File: config.mk
export PLATFORM = sky130hd
export DESIGN_NAME = sprite_dma
export DESIGN_NICKNAME = d
export VERILOG_FILES = /design/src/rtl/sprite_dma.sv
export SDC_FILE = /design/constraint.sdc
export NUM_CORES = 1
export LEC_CHECK = 0
export CAP_MARGIN = 10
export CORE_ASPECT_RATIO = 1.75
export CORE_MARGIN = 4
export CORE_UTILIZATION = 46
export DETAILED_ROUTE_END_ITERATION = 16
export GPL_TIMING_DRIVEN = 0
export MAX_ROUTING_LAYER = met4
export PLACE_DENSITY = 0.77
export SKIP_LAST_GASP = 1
export SYNTH_ARGS = -nofsm -noshare
export SYNTH_HDL_FRONTEND = slang
export SYNTH_SLANG_ARGS = --single-unit
File: constraint.sdc
create_clock -name clk -period 2.4 [get_ports clk]
set_input_delay 0.48 -clock clk [delete_from_list [all_inputs] [get_ports clk]]
set_output_delay 0.48 -clock clk [all_outputs]
set_load 0.03 [all_outputs]
File: src/rtl/sprite_dma.sv
// sprite_dma: copies a 128-byte sprite attribute table from CPU-visible
// memory into sprite RAM. The copy can optionally wait for the next vblank
// rising edge.
//
// Optional feature macro: SPRITE_DMA_VBLANK_ABORT_EN. When it is defined, a
// vblank falling edge during a synced copy aborts that copy.
//
// Ports:
//   clk, reset          clock, synchronous active-high reset
//   vblank              vertical blank from video timing
//   cpu_wr/cpu_rd       one-cycle register strobes
//   cpu_addr            0 base lo, 1 base hi, 2 ctrl/status
//   cpu_data_in/out     register data (read data is registered)
//   src_addr/src_data   source memory port (1-cycle read latency)
//   spriteram_*         sprite RAM write port
//   busy, done_irq      armed/transferring flag, end-of-transfer pulse
module sprite_dma #(
  parameter int unsigned SPRITE_COUNT     = 32,
  parameter int unsigned BYTES_PER_SPRITE = 4,
  parameter int unsigned SRC_ADDR_WIDTH   = 16
) (
  input  logic                      clk,
  input  logic                      reset,
  input  logic                      vblank,
  input  logic                      cpu_wr,
  input  logic                      cpu_rd,
  input  logic [1:0]                cpu_addr,
  input  logic [7:0]                cpu_data_in,
  output logic [7:0]                cpu_data_out,
  output logic [SRC_ADDR_WIDTH-1:0] src_addr,
  input  logic [7:0]                src_data,
  output logic [6:0]                spriteram_addr,
  output logic [7:0]                spriteram_data_in,
  output logic                      spriteram_wr,
  output logic                      busy,
  output logic                      done_irq
);

  localparam int unsigned XFER_LEN = SPRITE_COUNT * BYTES_PER_SPRITE;
  localparam int unsigned CNT_W    = 7;
  localparam logic [CNT_W-1:0] LAST_CNT = CNT_W'(XFER_LEN - 1);

  typedef enum logic [2:0] {
    S_IDLE,
    S_ARM,
    S_XFER,
    S_DRAIN,
    S_DONE
  } state_t;

  state_t           state_q, state_d;
  logic [CNT_W-1:0] cnt_q;
  logic [CNT_W:0]   cnt_inc;
  logic [15:0]      base_q;
  logic             vblank_q;
  logic             done_q;
  logic             aborted_q;
  logic             start_ok;
  logic             issue;
  logic             abort_c;
  logic             status_rd;
  logic             rise;

  assign rise      = vblank & ~vblank_q;
  assign cnt_inc   = {1'b0, cnt_q} + (CNT_W+1)'(1);
  assign status_rd = cpu_rd && (cpu_addr == 2'd2);

  // Source memory returns data one cycle after the address, which lines up
  // with the registered write strobe, so write data passes straight through.
  assign spriteram_data_in = spriteram_wr ? src_data : 8'h00;

`ifdef SPRITE_DMA_VBLANK_ABORT_EN
  logic sync_q;
  logic fall;
  assign fall = ~vblank & vblank_q;
`endif

  // Next-state logic and per-cycle control.
  always_comb begin
    state_d  = state_q;
    start_ok = 1'b0;
    abort_c  = 1'b0;
    issue    = 1'b0;
`ifdef SPRITE_DMA_VBLANK_ABORT_EN
    abort_c = sync_q && fall && ((state_q == S_XFER) || (state_q == S_DRAIN));
`endif
    case (state_q)
      S_IDLE: begin
        if (cpu_wr && (cpu_addr == 2'd2) && cpu_data_in[0]) begin
          start_ok = 1'b1;
          state_d  = cpu_data_in[1] ? S_ARM : S_XFER;
        end
      end
      S_ARM: begin
        if (rise) state_d = S_XFER;
      end
      S_XFER: begin
        if (abort_c) begin
          state_d = S_DONE;
        end else begin
          issue = 1'b1;
          if (cnt_q == LAST_CNT) state_d = S_DRAIN;
        end
      end
      S_DRAIN: state_d = S_DONE;
      S_DONE:  state_d = S_IDLE;
      default: state_d = S_IDLE;
    endcase
  end

  // State, datapath and register file.
  always_ff @(posedge clk) begin
    if (reset) begin
      state_q        <= S_IDLE;
      cnt_q          <= '0;
      base_q         <= '0;
      vblank_q       <= 1'b0;
      done_q         <= 1'b0;
      aborted_q      <= 1'b0;
      src_addr       <= '0;
      spriteram_addr <= '0;
      spriteram_wr   <= 1'b0;
      busy           <= 1'b0;
      done_irq       <= 1'b0;
      cpu_data_out   <= '0;
`ifdef SPRITE_DMA_VBLANK_ABORT_EN
      sync_q         <= 1'b0;
`endif
    end else begin
      state_q  <= state_d;
      vblank_q <= vblank;
      busy     <= (state_d == S_ARM) || (state_d == S_XFER) || (state_d == S_DRAIN);
      done_irq <= (state_d == S_DONE);
      spriteram_wr <= issue;

      if (start_ok) begin
        cnt_q    <= '0;
        src_addr <= SRC_ADDR_WIDTH'(base_q);
`ifdef SPRITE_DMA_VBLANK_ABORT_EN
        sync_q   <= cpu_data_in[1];
`endif
      end

      // Issue count k now; its write lands next cycle at address k.
      if (issue) begin
        spriteram_addr <= cnt_q;
        cnt_q          <= cnt_inc[CNT_W-1:0];
        src_addr       <= SRC_ADDR_WIDTH'(base_q) + SRC_ADDR_WIDTH'(cnt_inc);
      end

      if (cpu_wr && !busy) begin
        if (cpu_addr == 2'd0) base_q[7:0]  <= cpu_data_in;
        if (cpu_addr == 2'd1) base_q[15:8] <= cpu_data_in;
      end

      // Sticky flags: a same-cycle set beats the clear.
      done_q    <= ((state_d == S_DONE) && (state_q != S_DONE)) ||
                   (done_q && !(status_rd || start_ok));
      aborted_q <= abort_c || (aborted_q && !(status_rd || start_ok));

      if (cpu_rd) begin
        case (cpu_addr)
          2'd0:    cpu_data_out <= base_q[7:0];
          2'd1:    cpu_data_out <= base_q[15:8];
          2'd2:    cpu_data_out <= {5'b0, aborted_q, done_q, busy};
          default: cpu_data_out <= 8'h00;
        endcase
      end
    end
  end

endmodule

==> impl.org, run 1 <==
** Status
- The flow ran to the end, but the final reports show violations.
- Violated checks :: setup timing

** Clock network
- Clock tree synthesis found a total of 63 sinks.
- TritonCTS clock tree :: done
- Clock tree synthesis inserted a total of 9 buffers.
- Clk slew on worst S/H paths :: 0.05 ns
- No sink is reached through more buffers than the 2 on the longest clock path.
- CTS Root Buffer Type :: sky130_fd_sc_hd__clkbuf_16
- Insertion delay to the later sink of the worst-skew pair :: 0.33 ns
- Deepest level of the CTS H-tree :: 3
- Hold buffer count at cts :: 0

** Worst setup path
- The worst register-to-register path begins at cnt_q[0]$_SDFFE_PP0P_.
- The worst register-to-register path has a setup slack of -0.15 ns.
- Data arrival time at the worst-slack endpoint :: 2.81 ns
- The worst setup path is launched from a flip-flop.
- Reg-to-reg critical path endpoint :: src_addr[9]$_SDFFE_PP0P_
- WP data required :: 2.66 ns
- Critical Path End Type :: flip-flop
- Following the worst setup path forward leads to its endpoint at src_addr[9]$_SDFFE_PP0P_.
- The critical path goes through ha_4, and3_4, and3_4, xor2_2, ha_4, a21o_1, a21oi_4, a21oi_2, mux2_4, a21oi_2.
- Startpoint of the most critical setup path :: cnt_q[0]$_SDFFE_PP0P_
- Top fanout value on the critical path :: 5
- The worst setup path is of the flip-flop to flip-flop kind.
- Highest-delay cell along the critical path :: sky130_fd_sc_hd__dfxtp_4
- FF-to-FF path depth :: 10
- For this run, the slowest stage of the critical path takes 0.39 ns.

** Power and ir drop
- Sequential cell fraction of total power :: 40.5%
- IR analysis of the VDD net gives a maximum drop of 0.5024 mV.
- In this run, the clock network consumes 49.9% of the power.
- LEAKAGE :: 1.815 nW
- Power spread over the standard cell area amounts to 588.7 nW/µm².
- Internal power component :: 2.071 mW
- Power after layout :: 2.708 mW
- Net switching is 23.52% of the power.
- In this run the power spent charging and discharging nets is 0.6369 mW.
- Combinational power share :: 9.6%

** Placed design
- Input and output buffers added on the ports amount to 63.
- Detailed placement finished with a half-perimeter wire length of 6.727 mm.
- Routability-driven placement finished with a final weighted congestion of 0.9326.

** Cells and area
- The number of antenna diodes in the final layout is 0.
- In the final layout, the share of cells above drive strength 1 is 19.09%.
- Area growth, synth to finish :: 47.39%
- The filler cells instantiated in the layout total 483.
- Number of nets at the end of the flow :: 490

** Synthesis
- For this run, asynchronously set or reset flops after synthesis account for 0%.
- Most used flip-flop cell after synthesis :: sky130_fd_sc_hd__dfxtp_1
- Count of yosys warnings during synthesis :: 0
- Sequential cells were found to cover 40.42% of the synthesized design area.
- Number of library cell types mapped by synthesis :: 46
- FF+latch count, synth :: 63
- Mapped Nets :: 398
- Instance count of the mapped netlist :: 364
- The synthesized netlist occupies a cell area of 3120 µm².
- After synthesis, the mean cell area works out to 8.573 µm².
- In this run, synthesis inferred 0 flip-flops with an integrated enable.

** GRT
- First-pass GRT wire length :: 15.37 mm
- For this run, the total global-route usage over all layers was measured as 25.01%.
- Antenna violations before repair :: 0
- Grt ovf :: 0
- In the global route stage, met3 resource usage came out at 6.239%.
- Entering global routing, the biggest net connects 11 pins.
- Busiest grt layer :: met2
- Number of global-route vias before repair :: 3191
- GRT met1 Usage :: 21.54%
- For this run, global-route usage on met2 was measured as 45.99%.

** Route
- The final layout contains routed wiring with a total length of 10.19 mm.
- Remaining design rule violation count :: 0
- 1st-iter DRT viols :: 249
- For this run, the detailed router's first-pass iteration total came to 6.
- Number of nets still failing antenna checks after routing :: 0
- Vias after detailed routing :: 3127
- Using the TritonRoute via totals, the vias-per-cell ratio works out to 5.759.
- WL/cell :: 18.76 µm

** Floorplan
- The floorplan step set the die height to 117.0 µm.
- Core Area :: 6588 µm²
- Die Footprint :: 8217 µm²
- Once the floorplan was initialized, standard cells occupied 47.37% of the core.
- I/O pin count :: 65
- The initialized floorplan defines 39 standard-cell rows.
- The floorplan step set the die width to 70.26 µm.

** Timing
- Across all hold checks on the routed design, the worst slack comes to 0.4561 ns.
- Headroom to the max-slew limit came out at 34.26%.
- The number of endpoints with negative hold slack in the final report is 0.
- Clk_skew :: 0.005080 ns
- Setup repair after global routing could not meet its margin everywhere.
- After layout, the minimum clock period comes to 2.548 ns.
- For the pin with the worst max-slew slack, the measured transition is 0.9785 ns.
- Derived from the worst setup path, the maximum achievable clock frequency is 392.5 MHz.
- Final Cycle Share :: 106.2%
- The number of pins with negative max-slew slack in the final report came to 0.
- Once routing completed, OpenROAD measured the worst setup slack at -0.1478 ns.
- Setup violations remaining at the end of the flow were counted as 7.

** Job
- Number of maximum-capacitance constraint violations :: 0

** Worst hold path
- The path class of the tightest hold or removal check is flip-flop to flip-flop.
[critical path: cells and delay by family, from the launching register on]
kind | cells | cell delay (ns)
AO/OA/AOI/OAI | 4 | 0.72
XOR/XNOR | 1 | 0.20
adder cells (fa/ha/maj) | 2 | 0.41
flip-flops | 1 | 0.39
multiplexers | 1 | 0.32
AND/OR/NAND/NOR | 2 | 0.44
[kinds of logic (layout without fill, tap and decap cells)]
group / after synthesis / in the layout / share of synthesized area [%]
compound gates: 87 / 87 / 18.65
simple gates: 145 / 145 / 21.89
mux: 24 / 24 / 7.979
buf+inv: 22 / 119 / 3.047
flops: 63 / 63 / 40.42
fa+ha+maj: 11 / 11 / 4.651
xor+xnor: 12 / 12 / 3.368
[per-layer routing]
metal  share of wire [%]  routed length [µm]
met5                   0                   0
met2                  54                5529
met3                 5.2                 525
met1                  34                3468
met4                 6.5                 663
[synthesized netlist by cell type, types with 10 or more instances]
| master | count | area [µm²] |
|---|---|---|
| sky130_fd_sc_hd__a211oi_1 | 14 | 105.1 |
| sky130_fd_sc_hd__a21oi_1 | 38 | 190.2 |
| sky130_fd_sc_hd__and2_1 | 10 | 62.56 |
| sky130_fd_sc_hd__clkbuf_1 | 14 | 52.55 |
| sky130_fd_sc_hd__dfxtp_1 | 63 | 1261 |
| sky130_fd_sc_hd__ha_1 | 10 | 125.1 |
| sky130_fd_sc_hd__mux2i_1 | 17 | 170.2 |
| sky130_fd_sc_hd__nand2_1 | 48 | 180.2 |
| sky130_fd_sc_hd__nor2_1 | 47 | 176.4 |
| sky130_fd_sc_hd__nor2b_1 | 10 | 62.56 |
[flip-flops by register name, summed over array words and instances, names as in the netlist]
register        flops
spriteram_addr      7
base_q             16
cpu_data_out        8
state_q             3
cnt_q               7
busy                1
vblank_q            1
src_addr           16
done_q              1
done_irq            1
spriteram_wr        1
aborted_q           1
[power by group through the flow]
stage	logic [mW]	registers (mW)	clock network (mW)
3_3_place_gp	0.234	1.12	0
4_1_cts	0.247	1.10	1.35
2_1_floorplan	0.109	1.14	0
5_1_grt	0.280	1.10	1.41
6_report	0.261	1.10	1.35
3_5_place_dp	0.238	1.12	0
[cell type report]
| type | count | area [µm²] | area share, % |
|---|---|---|---|
| multi-input combinational | 279 | 2043 | 44.42 |
| clock inverter | 3 | 40.04 | 0.8705 |
| clock buffer | 13 | 270.3 | 5.876 |
| buffer | 18 | 80.08 | 1.741 |
| tap | 82 | 102.6 | 2.231 |
| sequential | 63 | 1275 | 27.72 |
| inverter | 3 | 11.26 | 0.2448 |
| timing repair buffer | 82 | 777.0 | 16.89 |
[cell usage in the layout (no fill, tap or decap), drive strengths merged, types with 3 or more instances in the layout]
master          n
a31oi           3
nand3           5
a2111oi         3
mux2            7
o31ai           3
clkdlybuf4s50  63
clkbuf         26
nand4           4
dfxtp          63
o21ai           8
a211oi         15
xnor2           7
nand2          48
and3            7
a21oi          38
inv             3
a21o            6
nor2b          10
nor2           47
mux2i          17
nand2b          3
buf            24
or3             3
a22o            3
and2           10
ha             10
xor2            5
[metrics by stage]
step                      area (µm²)  worst slack (ns)  instances  utilization [%]  TNS (ns)
after global routing            4599           -0.2970        543            69.82    -1.452
after floorplan                 3141          0.005832        364                -         0
after global placement          3874           -0.3422        509            58.80    -2.472
after detailed placement        3874           -0.4041        509            58.80    -3.173
final                           4599           -0.1478        543            69.82   -0.6487
after CTS                       4358           -0.1662        532            66.15   -0.6390
[how the worst min path moves through the flow]
stage                                    from                        endpoint  slack [ns]  cells past startpoint
6_report                    done_q$_SDFF_PP0_               done_q$_SDFF_PP0_        0.46                      1
5_1_grt                     done_q$_SDFF_PP0_               done_q$_SDFF_PP0_        0.48                      1
3_3_place_gp                done_q$_SDFF_PP0_               done_q$_SDFF_PP0_        0.44                      1
2_1_floorplan               done_q$_SDFF_PP0_               done_q$_SDFF_PP0_        0.43                      1
3_5_place_dp   spriteram_addr[2]$_SDFFE_PP0P_  spriteram_addr[2]$_SDFFE_PP0P_        0.45                      2
4_1_cts        spriteram_addr[2]$_SDFFE_PP0P_  spriteram_addr[2]$_SDFFE_PP0P_        0.45                      2
[repair_timing]
| action | CTS | global route |
|---|---|---|
| pin swaps | 13 | 24 |
| resized for setup | 23 | 28 |
| setup buffers | 8 | 11 |
| setup endpoints to repair | 10 | 13 |
No activity file was read; power rests on OpenSTA's default activity.
==> run 2: changes to the inputs <==
--- a/config.mk
+++ b/config.mk
@@ -5,7 +5,7 @@
 export SDC_FILE = /design/constraint.sdc
 export NUM_CORES = 1
 export LEC_CHECK = 0
-export CAP_MARGIN = 10
+export CAP_MARGIN = 20
 export CORE_ASPECT_RATIO = 1.75
 export CORE_MARGIN = 4
 export CORE_UTILIZATION = 46
==> results of run 2 <==
Final layout, timing and power as in run 1 (identical DEF).
